--- src/rtl/pkt_build_pkg.sv ---
// Shared definitions for the transmit packet builder: descriptor layout, byte codes,
// and the packed code/data word carried through the txg output register.
package pkt_build_pkg;

   // Descriptor layout, identical to the one pkt_parse produces
   localparam int PAR_DATA_SZ  = 96;
   localparam int PAR_MACDA_HI = 95;
   localparam int PAR_MACDA_LO = 48;
   localparam int PAR_MACSA_HI = 47;
   localparam int PAR_MACSA_LO = 0;

   localparam logic [1:0] PCC_DATA   = 2'd0;
   localparam logic [1:0] PCC_SOP    = 2'd1;
   localparam logic [1:0] PCC_EOP    = 2'd2;
   localparam logic [1:0] PCC_BADEOP = 2'd3;

   localparam int HDR_BYTES = 12;
   localparam int CNT_W     = 6;

   localparam logic [CNT_W-1:0] CNT_ONE  = 6'd1;
   localparam logic [CNT_W-1:0] CNT_MAX  = 6'd63;
   localparam logic [CNT_W-1:0] HDR_LAST = 6'd11;

   typedef struct packed {
      logic [1:0] code;
      logic [7:0] data;
   } txg_word_t;

   // Byte counter increment that sticks at its maximum
   function automatic logic [CNT_W-1:0] count_inc(input logic [CNT_W-1:0] count);
      return (count == CNT_MAX) ? CNT_MAX : count + CNT_ONE;
   endfunction

   // Payload SOP/DATA both travel as DATA once the header has supplied the SOP
   function automatic logic [1:0] pay_code_map(input logic [1:0] code);
      logic [1:0] mapped;
      mapped = PCC_DATA;
      if (code == PCC_BADEOP || code == PCC_EOP)
         mapped = code;
      return mapped;
   endfunction

endpackage

--- src/rtl/pkt_build_sd_output.sv ---
// Registered srdy/drdy output stage: a single holding register with full-rate
// throughput and no combinational path from p_drdy to p_data/p_srdy.
module pkt_build_sd_output
   import pkt_build_pkg::*;
#(
   parameter int WIDTH = $bits(txg_word_t)
) (
   input  logic             clk,
   input  logic             reset,
   input  logic             ic_srdy,
   output logic             ic_drdy,
   input  logic [WIDTH-1:0] ic_data,
   output logic             p_srdy,
   input  logic             p_drdy,
   output logic [WIDTH-1:0] p_data
);

   logic             p_srdy_reg;
   logic [WIDTH-1:0] p_data_reg;

   // Accept whenever the register is empty or is being drained this cycle
   assign ic_drdy = !p_srdy_reg || p_drdy;

   always_ff @(posedge clk) begin
      if (reset) begin
         p_srdy_reg <= 1'b0;
         p_data_reg <= '0;
      end else if (ic_srdy && ic_drdy) begin
         p_srdy_reg <= 1'b1;
         p_data_reg <= ic_data;
      end else if (p_drdy) begin
         p_srdy_reg <= 1'b0;
      end
   end

   assign p_srdy = p_srdy_reg;
   assign p_data = p_data_reg;

endmodule

--- src/rtl/pkt_build.sv ---
// pkt_build: emits a txg frame as 12 descriptor bytes (DA, SA) followed by payload.
// Define PKT_BUILD_PAD_EN to zero-pad frames shorter than MIN_LEN bytes.
module pkt_build
   import pkt_build_pkg::*;
#(
   parameter int MIN_LEN = 60
) (
   input  logic                   clk,
   input  logic                   reset,
   input  logic                   hdr_srdy,
   output logic                   hdr_drdy,
   input  logic [PAR_DATA_SZ-1:0] hdr_data,
   input  logic                   pdi_srdy,
   output logic                   pdi_drdy,
   input  logic [1:0]             pdi_code,
   input  logic [7:0]             pdi_data,
   output logic                   txg_srdy,
   input  logic                   txg_drdy,
   output logic [1:0]             txg_code,
   output logic [7:0]             txg_data
);

   typedef enum logic [1:0] {
      ST_IDLE = 2'd0,
      ST_HDR  = 2'd1,
      ST_PAY  = 2'd2
`ifdef PKT_BUILD_PAD_EN
      , ST_PAD = 2'd3
`endif
   } state_t;

   state_t           state_reg;
   logic [CNT_W-1:0] count_reg;
   logic [7:0]       hdr_bytes [HDR_BYTES];
   logic             ic_srdy;
   logic             ic_drdy;
   logic             ic_xfer;
   logic [1:0]       ic_code;
   logic [7:0]       ic_byte;
   logic             frame_end;
   logic             pay_short;
   txg_word_t        ic_data;
   txg_word_t        p_data;

   // Descriptor split into bytes, DA MSB first then SA MSB first
   for (genvar gi = 0; gi < HDR_BYTES; gi++) begin : g_hdr_byte
      assign hdr_bytes[gi] = hdr_data[PAR_DATA_SZ-1-8*gi -: 8];
   end

`ifdef PKT_BUILD_PAD_EN
   localparam logic [CNT_W:0] MIN_LEN_C = (CNT_W+1)'(MIN_LEN);
   logic [CNT_W:0] count_plus1;

   assign count_plus1 = {1'b0, count_reg} + {{CNT_W{1'b0}}, 1'b1};
   assign pay_short   = count_plus1 < MIN_LEN_C;
`else
   logic [31:0] unused_min_len;

   assign unused_min_len = 32'(MIN_LEN);
   assign pay_short      = 1'b0;
`endif

   // Byte 0 is offered straight from IDLE so back-to-back frames have no gap
   always_comb begin
      ic_srdy   = 1'b0;
      ic_code   = PCC_DATA;
      ic_byte   = 8'h00;
      frame_end = 1'b0;
      case (state_reg)
         ST_IDLE: begin
            ic_srdy = hdr_srdy;
            ic_code = PCC_SOP;
            ic_byte = hdr_bytes[0];
         end
         ST_HDR: begin
            ic_srdy = 1'b1;
            ic_byte = hdr_bytes[count_reg[3:0]];
         end
         ST_PAY: begin
            ic_srdy = pdi_srdy;
            ic_byte = pdi_data;
            ic_code = pay_code_map(pdi_code);
            if (pdi_code == PCC_BADEOP) begin
               frame_end = 1'b1;
            end else if (pdi_code == PCC_EOP) begin
               if (pay_short)
                  ic_code = PCC_DATA;
               else
                  frame_end = 1'b1;
            end
         end
`ifdef PKT_BUILD_PAD_EN
         ST_PAD: begin
            ic_srdy = 1'b1;
            if (count_plus1 >= MIN_LEN_C) begin
               ic_code   = PCC_EOP;
               frame_end = 1'b1;
            end
         end
`endif
         default: ;
      endcase
   end

   assign ic_data  = '{code: ic_code, data: ic_byte};
   assign ic_xfer  = ic_srdy && ic_drdy;
   assign hdr_drdy = !reset && frame_end && ic_xfer;
   assign pdi_drdy = !reset && (state_reg == ST_PAY) && ic_drdy;

   always_ff @(posedge clk) begin
      if (reset) begin
         state_reg <= ST_IDLE;
         count_reg <= '0;
      end else if (ic_xfer) begin
         case (state_reg)
            ST_IDLE: begin
               state_reg <= ST_HDR;
               count_reg <= CNT_ONE;
            end
            ST_HDR: begin
               count_reg <= count_inc(count_reg);
               if (count_reg == HDR_LAST)
                  state_reg <= ST_PAY;
            end
            ST_PAY: begin
               if (frame_end) begin
                  state_reg <= ST_IDLE;
                  count_reg <= '0;
               end
`ifdef PKT_BUILD_PAD_EN
               else begin
                  count_reg <= count_inc(count_reg);
                  if (pdi_code == PCC_EOP)
                     state_reg <= ST_PAD;
               end
`endif
            end
`ifdef PKT_BUILD_PAD_EN
            ST_PAD: begin
               if (frame_end) begin
                  state_reg <= ST_IDLE;
                  count_reg <= '0;
               end else begin
                  count_reg <= count_inc(count_reg);
               end
            end
`endif
            default: begin
               state_reg <= ST_IDLE;
               count_reg <= '0;
            end
         endcase
      end
   end

   pkt_build_sd_output #(
      .WIDTH($bits(txg_word_t))
   ) u_sd_output (
      .clk     (clk),
      .reset   (reset),
      .ic_srdy (ic_srdy),
      .ic_drdy (ic_drdy),
      .ic_data (ic_data),
      .p_srdy  (txg_srdy),
      .p_drdy  (txg_drdy),
      .p_data  (p_data)
   );

   assign txg_code = p_data.code;
   assign txg_data = p_data.data;

endmodule

--- config.mk ---
export PLATFORM = sky130hd
export DESIGN_NAME = pkt_build
export DESIGN_NICKNAME = d
export VERILOG_FILES = /design/src/rtl/pkt_build_pkg.sv /design/src/rtl/pkt_build_sd_output.sv /design/src/rtl/pkt_build.sv
export SDC_FILE = /design/constraint.sdc
export NUM_CORES = 1
export LEC_CHECK = 0
export CELL_PAD_IN_SITES_DETAIL_PLACEMENT = 1
export CELL_PAD_IN_SITES_GLOBAL_PLACEMENT = 1
export CORE_MARGIN = 4
export CORE_UTILIZATION = 25
export DETAILED_ROUTE_END_ITERATION = 7
export GPL_ROUTABILITY_DRIVEN = 0
export GPL_TIMING_DRIVEN = 0
export PLACE_DENSITY = 0.78
export SYNTH_ARGS = -nofsm -noshare
export SYNTH_HDL_FRONTEND = slang
export SYNTH_HIERARCHICAL = 1
export SYNTH_SLANG_ARGS = --single-unit
export TNS_END_PERCENT = 5
--- constraint.sdc ---
create_clock -name clk -period 2.2 [get_ports clk]
set_input_delay 0.44 -clock clk [delete_from_list [all_inputs] [get_ports clk]]
set_output_delay 0.44 -clock clk [all_outputs]
set_load 0.1 [all_outputs]
==> out/summary.txt <==
status = finished, final reports clean
Yosys reg bits = 19
Mapped Area = 0.00204 sq mm
grt ovf = 0
Hold Buf Count CTS = 0
dominant cells by area after synthesis = dfxtp_1, mux4_1, a21oi_1
CP max stage delay = 1.13 ns
Rel. slew slack = 0.348
Crit Path Class = reg -> out
synth warn = 6
Area Overhead vs Synth = 72.2%
Die W = 98.3 um
Setup Viol. Count Final = 0
Mapped Cells = 225
RSZ-0062 raised after global routing = false
CTS sink count = 19
clk root buf = clkbuf_8
first-pass GRT wire length = 14000 um
Final nets = 464
DR WL/cell = 19.1 um
placed insts = 450
final wirelength = 8650 um
residual DRC count = 0
max-slew violation count = 0
clock-pin slew on the worst setup and hold paths = 0.08 ns
Async S/R FF share, synth = 0
layout cells sized above 1 = 0.154
worst hold path type = in -> reg
WP data arrival = 1.72 ns
ant diodes = 0
Worst Path Buf+Inv = 1
crit share post-route = 0.984
worst setup margin = 0.0362 ns
area of the core = 0.00781 sq mm
DR pass1 iterations = 4
vias in the first global route = 2611
final hold violation count = 0
CP startpoint kind = flop
net count after synthesis = 337
Synth top cells by count = a21oi_1, dfxtp_1, nand3_1, nor2_1, nor3_1
site row count = 32
R2R Path Start = count_reg[1]$_SDFFE_PP0P_
min-delay src = reset
Post-synth EDFFs = 0
H-tree depth = 1
post-route minimum period = 2.16 ns
initial DRC count = 70
Clk Latency, worst-skew pair = 0.26 ns
Required @ worst endpoint = 1.76 ns
Slew @ Worst Pin = 0.976 ns
share of the synthesized area in the top cell type = 0.187
Cell Count, Final, Fillers Out = 453
crit path max-delay cell type = clkdlybuf4s50_1
fmax = 462 MHz
Crit Path Max Fanout = 2
maximum root-to-sink buffer count = 2
final core occ = 0.449
leak pwr = 1.35 nW
Num CTS Buffers = 3
Synth Flop Type = dfxtp_1
Via density = 5.15
Final HPWL DP = 7240 um
most numerous cell in the Yosys netlist = a21oi_1
Avg Cell Area, Syn = 9.05 sq um
vias = 2335
critical-path cell list = clkdlybuf4s50_1
VDD IR max = 0.159 mV
starting density of the core = 0.261
antenna viol nets, final = 0
Netlist cell types = 43
max-cap violation count = 0
Critical Path Sink Type = output port
Die Area = 0.00966 sq mm
Total GRT Usage = 0.179
max FFs per register = 10
Final Power = 1.37 mW
cell family with most CP delay = buffers and inverters
Fin Hold WS = 0.420 ns
Port Buffers = 123
Fin Clk Skew = 0.00480 ns
worst slack, placed = -1.04 ns
Ports = 124
CP startpoint = u_sd_output/p_data[4]$_SDFFE_PP0P_
PwrDens = 390 mW/mm^2
number of antenna violations at the first check in global routing = 0
Filler cells = 910
biggest area consumer among synthesized cells = dfxtp_1
largest net degree at the start of global routing = 17
post-synthesis sequential area ratio = 0.187
TritonCTS clock tree = yes
Die H = 98.3 um
## logic make-up after synthesis
| kind of cell | synth area share |
|---|---|
| AO/OA/AOI/OAI | 0.304 |
| adder cells (fa/ha/maj) | 0.00614 |
| buffers and inverters | 0.0768 |
| flip-flops | 0.187 |
| multiplexers | 0.241 |
| AND/OR/NAND/NOR | 0.185 |
## cell type report
class	instances	area (sq um)	area share
clock inverter	1	5.00	0.00143
multi-input combinational	178	1520	0.433
tap	102	128	0.0364
clock buffer	3	41.3	0.0118
buffer	22	143	0.0407
inverter	4	16.3	0.00464
sequential	19	385	0.110
timing repair buffer	124	1270	0.362
## timing repair
action / CTS / global route
resized for setup: 19 / 10
endpoints found under the hold margin: 0 / 0
cloned: 0 / 0
pin swaps: 1 / 1
setup endpoints to repair: 2 / 9
buffers inserted: 1 / 0
## final timing paths
check                           cells past startpoint  slack (ns)                                 end
worst min-delay path                                2        0.42  u_sd_output/p_data[5]$_SDFFE_PP0P_
worst max-delay path                                1        0.04                         txg_data[4]
worst max register to register                      7        0.18  u_sd_output/p_data[5]$_SDFFE_PP0P_
worst min register to register                      2        0.57           count_reg[5]$_SDFFE_PP0P_
## placed cells by master (no fill, tap or decap), types with 9 or more instances in the layout
cell type        count
nand3_1             13
nor2_1              13
nor2b_1              9
clkbuf_1            10
mux4_1              11
dlymetal6s2s_1       9
clkdlybuf4s50_1    112
dfxtp_1             17
nor3_1              13
a21oi_1             26
## per-layer routing
layer | up-vias | global-route usage | share of wire
met3 | 12 | 0.0293 | 0.039
met4 | 0 | 0.0389 | 0.019
met1 | 1131 | 0.226 | 0.43
met5 | - | 0 | 0
met2 | 64 | 0.322 | 0.51
li1 | 1128 | - | -
## through the flow
stage	cell area, sq um	setup TNS, ns
CTS	3480	0
floorplan	2070	-0.599
global route	3510	0
global placement	3430	-1.95
detailed placement	3430	-1.93
finish	3510	0
## report_power, final
group | internal [mW] | total [mW] | switching [mW]
logic | 0.380 | 0.734 | 0.354
registers | 0.368 | 0.385 | 0.0170
clock network | 0.126 | 0.248 | 0.122
total | 0.874 | 1.37 | 0.493
(Power assumes the default switching activity.)
==> variant 1, RTL diff (same settings) <==
Set the package constant `HDR_BYTES` to 11 (it was 12).
--- a/src/rtl/pkt_build_pkg.sv
+++ b/src/rtl/pkt_build_pkg.sv
@@ -16,3 +16,3 @@
 
-   localparam int HDR_BYTES = 12;
+   localparam int HDR_BYTES = 11;
    localparam int CNT_W     = 6;
Formal check against the unedited RTL: no difference found for any inputs over 10 cycles, from zero or initial values and one cycle with reset high; that may be too few to reach the edited logic, so the function may still have changed.
==> variant 1 against the unedited design <==
Final area is 3.9% lower. Routed wire length fell by 8.8%. Total power down 0.96%. Sequential cell count stayed put. Worst setup slack worse by 7.7 ps. Synthesized cell count up 4.0%. Critical path depth unchanged. Synthesized area fell by 2.6%. Critical path type unchanged. Largest cell class unchanged.
==> variant 1: results (changes against the unedited design) <==
outcome -> finished, final reports clean
Max IR drop VDD -> 163 uV (+2.7%)
Final Non-Filler Cells -> 456 (+0.66%)
Synth Area in Compound Gates -> 25.0% (-5.4 points)
sequential fraction of the synthesis area -> 19.2% (+0.51 points)
initial drt markers -> 78 (+11%)
Worst R2R Path Depth -> 10 (+3)
Worst-Margin Slew -> 966 ps (-9.47 ps)
internal reg-to-reg setup slack -> 160 ps (-20 ps)
Post-synth top cells -> mux2i_1 (25), dfxtp_1 (19), a21oi_1 (17), nor2_1 (16), nand3_1 (15)
ANT cells -> 0 (unchanged)
adder-cell share of the synthesized area -> 0.631% (+0.017 points)
first-pass GRT wire length -> 12.6 mm (-10%)
Port Buf Inserts -> 115 (-6.5%)
placed insts -> 451 (+0.22%)
vias in the first global route -> 2547 (-2.5%)
Leakage -> 1.29 nW (-4.9%)
Period Utilization, post-route -> 98.7% (+0.35 points)
vias per inst -> 4.95 (-4.0%)
post-synthesis mux area share -> 22.8% (-1.3 points)
worst skew pair latency -> 250 ps
delay-heaviest family, CP -> buffers and inverters
Synth Area per Inst -> 8.48 um^2 (-6.4%)
filler instances -> 888 (-2.4%)
met2 WL post-DR -> 4.09 mm (-7.6%)
DP Worst Slack -> -1060 ps (-16.2 ps)
final clock skew -> 1.37 ps (-3.43 ps)
Total GRT Usage -> 16.5% (-1.5 points)
Post-DP HPWL -> 6.82 mm (-5.8%)
met3 layer usage reported by global route -> 3.80% (+0.88 points)
routed wl met3 -> 570 um (+69%)
post-synth net total -> 346 (+2.7%)
M1 WL -> 3.14 mm (-16%)
fraction of layout cells with a size suffix above 1 -> 13.6% (-1.8 points)
met1 usage -> 18.9% (-3.7 points)
crit path max fanout -> 2 (unchanged)
Netlist cell types -> 40 (-7.0%)
Area contributors post-synth -> dfxtp_1 (19%), mux2i_1 (13%), mux4_1 (7.9%), a21oi_1 (4.3%), a21bo_1 (4.0%)
-- variant 1: cell count changes in the layout (fill, tap and decap cells not counted), sizes merged, moves of 7 or more --
cell / unedited run / this run
mux2: 8 / 0
o21ai: 5 / 19
a2111oi: 8 / 0
o31a: 8 / 0
o21bai: 8 / 1
mux4: 16 / 8
and2: 1 / 9
mux2i: 0 / 25
a21oi: 34 / 25
a221oi: 0 / 9
and3: 2 / 11
-- variant 1: final timing paths --
check / to / from
worst min register to register: count_reg[4] / count_reg[4]
worst max-delay path: txg_srdy / u_sd_output/p_srdy
worst max register to register: u_sd_output/p_data[2] / count_reg[0]
worst min-delay path: u_sd_output/p_data[5] / reset
-- variant 1: worst register-to-register path: stages, from the launching register on --
cell and delay [ps]:
dfxtp_1 370, buf_6 190, buf_12 160, buf_12 150, mux2i_1 100, a221oi_1 310
o21ai_1 110, and3_1 210, nor3_2 170, nand3_1 100, a21oi_2 110
-- variant 1: report_power, final --
part	switching [W]	internal (W)	leakage, nW	total [W]
Combinational	0.000362	0.000366	1.11	0.000727
Clock	0.000113	0.000128	0.0228	0.000241
Sequential	0.0000170	0.000367	0.156	0.000384
Total	0.000492	0.000862	1.29	0.00135
-- variant 1: cell type report --
cell class                 count  area [um^2]  area share, %
tap                          102          128           3.78
multi-input combinational    191         1480           43.9
buffer                        18          133           3.93
timing repair buffer         117         1180           35.0
inverter                       5         23.8          0.705
clock buffer                   4         45.0           1.34
sequential                    19          384           11.4
-- variant 1: through the flow --
stage | hold WS [ps] | area [um^2] | power (W)
after floorplan | 496 | 2010 | 0.000825
after global placement | 527 | 3290 | 0.00111
after detailed placement | 535 | 3290 | 0.00112
after CTS | 545 | 3350 | 0.00136
after global routing | 437 | 3370 | 0.00143
final | 432 | 3370 | 0.00135
==> variant 2, RTL diff (same flow settings) <==
Without the edit above. Encoding of `state_t`: now one-hot (3 bits for 3 states).
--- a/src/rtl/pkt_build.sv
+++ b/src/rtl/pkt_build.sv
@@ -22,6 +22,6 @@
 
-   typedef enum logic [1:0] {
-      ST_IDLE = 2'd0,
-      ST_HDR  = 2'd1,
-      ST_PAY  = 2'd2
+   typedef enum logic [2:0] {
+      ST_IDLE = 3'b001,
+      ST_HDR  = 3'b010,
+      ST_PAY  = 3'b100
 `ifdef PKT_BUILD_PAD_EN
Formal check against the unedited RTL: no difference found for any inputs over 10 cycles, from zero or initial values and one cycle with reset high; not proved beyond that.
==> variant 2 against the unedited design <==
Synthesized cell count down 12%. Die area is 0.85% higher. Worst setup slack lost 30 ps. Register-to-register slack hardly changed. Non-clock buffer count increased by 1. Hold slack improved by 160 ps. Fmax is 1.4% lower. Routed wire length grew 5.9%. Via count is 0.26% higher. Global-route usage grew 0.63 points. Synthesized area up 0.92%. Final area grew 2.4%. Sequential cell count rose by 1. Total power grew 19%. Critical path type is now in2out. Largest cell class unchanged.
==> variant 2: results (changes against the unedited design) <==
Hold Path Class -> reg2reg
Final setup viols -> 0 (unchanged)
buffer share of cell area -> 40.2% (-0.054 points)
outcome -> finished, final reports clean
Total GRT Usage -> 18.6% (+0.63 points)
placed insts -> 424 (-5.8%)
clock network contribution to total cell area -> 1.99% (+0.67 points)
fraction of area in multi-input gates -> 42.3% (-1.1 points)
largest stage delay on the critical path -> 500 ps (-630 ps)
initial drt markers -> 152 (+120%)
delay-heaviest family, CP -> buffers and inverters
worst skew pair latency -> 270 ps
Pre-antenna DRT Iters -> 4 (unchanged)
M1 WL -> 3.78 mm (+1.5%)
post-synthesis mux area share -> 27.9% (+3.8 points)
Post-Synth XOR/XNOR Area -> 0% (unchanged)
filler instances -> 877 (-3.6%)
num sequential -> 20 (+1)
Area contributors post-synth -> dfxtp_1 (19%), mux4_2 (16%), mux4_1 (12%), a21bo_1 (3.9%), a21oi_2 (3.8%)
Post-DP HPWL -> 7.50 mm (+3.6%)
sequential fraction of the synthesis area -> 19.5% (+0.80 points)
Worst-Margin Slew -> 989 ps (+13.1 ps)
Post-synth top cells -> dfxtp_1 (20), a21oi_1 (15), mux4_2 (15), nand3_1 (13), o21ai_1 (12)
Seq area share -> 11.3% (+0.27 points)
vias per inst -> 5.42 (+5.1%)
routed wl met3 -> 592 um (+75%)
met2 WL post-DR -> 4.70 mm (+6.4%)
#MultiIn Comb -> 152 (-15%)
Leakage -> 1.37 nW (+1.4%)
Signal buffers -> 147 (+0.68%)
Synth Area in Compound Gates -> 29.4% (-1.0 points)
post-synth net total -> 311 (-7.7%)
critical path data arrival time -> 1750 ps (+30 ps)
Routed WL -> 9.16 mm (+5.9%)
Post-Synthesis Cells -> 199 (-12%)
Netlist cell types -> 50 (+16%)
H-tree levels -> 1 (unchanged)
Final Non-Filler Cells -> 432 (-4.6%)
adder-cell share of the synthesized area -> 0.609% (-0.0056 points)
largest net degree at the start of global routing -> 19 (+2)
crit path max fanout -> 3 (+1)
final clock skew -> 1.87 ps (-2.93 ps)
inverter count -> 7 (+3)
Nets -> 443 (-4.5%)
Pint -> 0.00106 W (+22%)
die width -> 98.7 um (+0.42%)
CTS resizes -> 23 (+4)
Area after DPL -> 3430 um^2 (+0.26%)
vias in the first global route -> 2546 (-2.5%)
first-pass GRT wire length -> 14.2 mm (+1.4%)
Synth async-reset ratio -> 0% (unchanged)
Max IR drop VDD -> 251 uV (+58%)
fraction of layout cells with a size suffix above 1 -> 18.8% (+3.4 points)
post-route cell area -> 3590 um^2 (+2.4%)
variant 2: changes by cell type after synthesis, sizes merged, moves of 5 or more:
cell / change
mux2: -8
a2111oi: -8
o21ai: +11
mux4: +8
a32oi: +8
nor2b: -5
a21oi: -10
nor2: -6
a22o: +8
clkbuf: -8
o31a: -7
nor3: -16
o21bai: -8
variant 2: per-stage QoR:
step	setup TNS (ps)	total power (W)	setup slack (ps)
2_1_floorplan	0	0.000907	8.61
3_3_place_gp	-2200	0.00122	-1110
3_5_place_dp	-2280	0.00124	-1140
4_1_cts	-27.2	0.00162	-15.1
5_1_grt	-37.7	0.00170	-37.7
6_report	0	0.00162	6.08
variant 2: worst register-to-register path, cell delays in order (launching register included):
cell and delay [ps]:
dfxtp_1 330, buf_2 210, clkbuf_1 490, mux4_2 400, a21oi_1 220, o21ai_1 100, nand3_1 110, a21oi_2 60
variant 2: metal layers:
layer / global-route usage, % / vias to the layer above
met5: 0 / -
met4: 2.10 / 0
met3: 4.60 / 10
met2: 33.5 / 103
met1: 23.0 / 1153
li1: - / 1075
variant 2: path summary, 6_finish.rpt:
kind	start	endpoint	slack [ps]	depth (start not counted)
max	hdr_srdy	hdr_drdy	6	5
min	u_sd_output/p_data[6]	u_sd_output/p_data[6]	580	2
max reg2reg	count_reg[1]	u_sd_output/p_data[1]	180	7
min reg2reg	u_sd_output/p_data[6]	u_sd_output/p_data[6]	580	2
variant 2: power groups by stage:
stage,Clock (W),Combinational (W),Sequential [W]
global route,0.000409,0.000885,0.000405
global placement,0,0.000814,0.000409
finish,0.000384,0.000837,0.000401
detailed placement,0,0.000826,0.000411
floorplan,0,0.000377,0.000531
CTS,0.000389,0.000830,0.000402
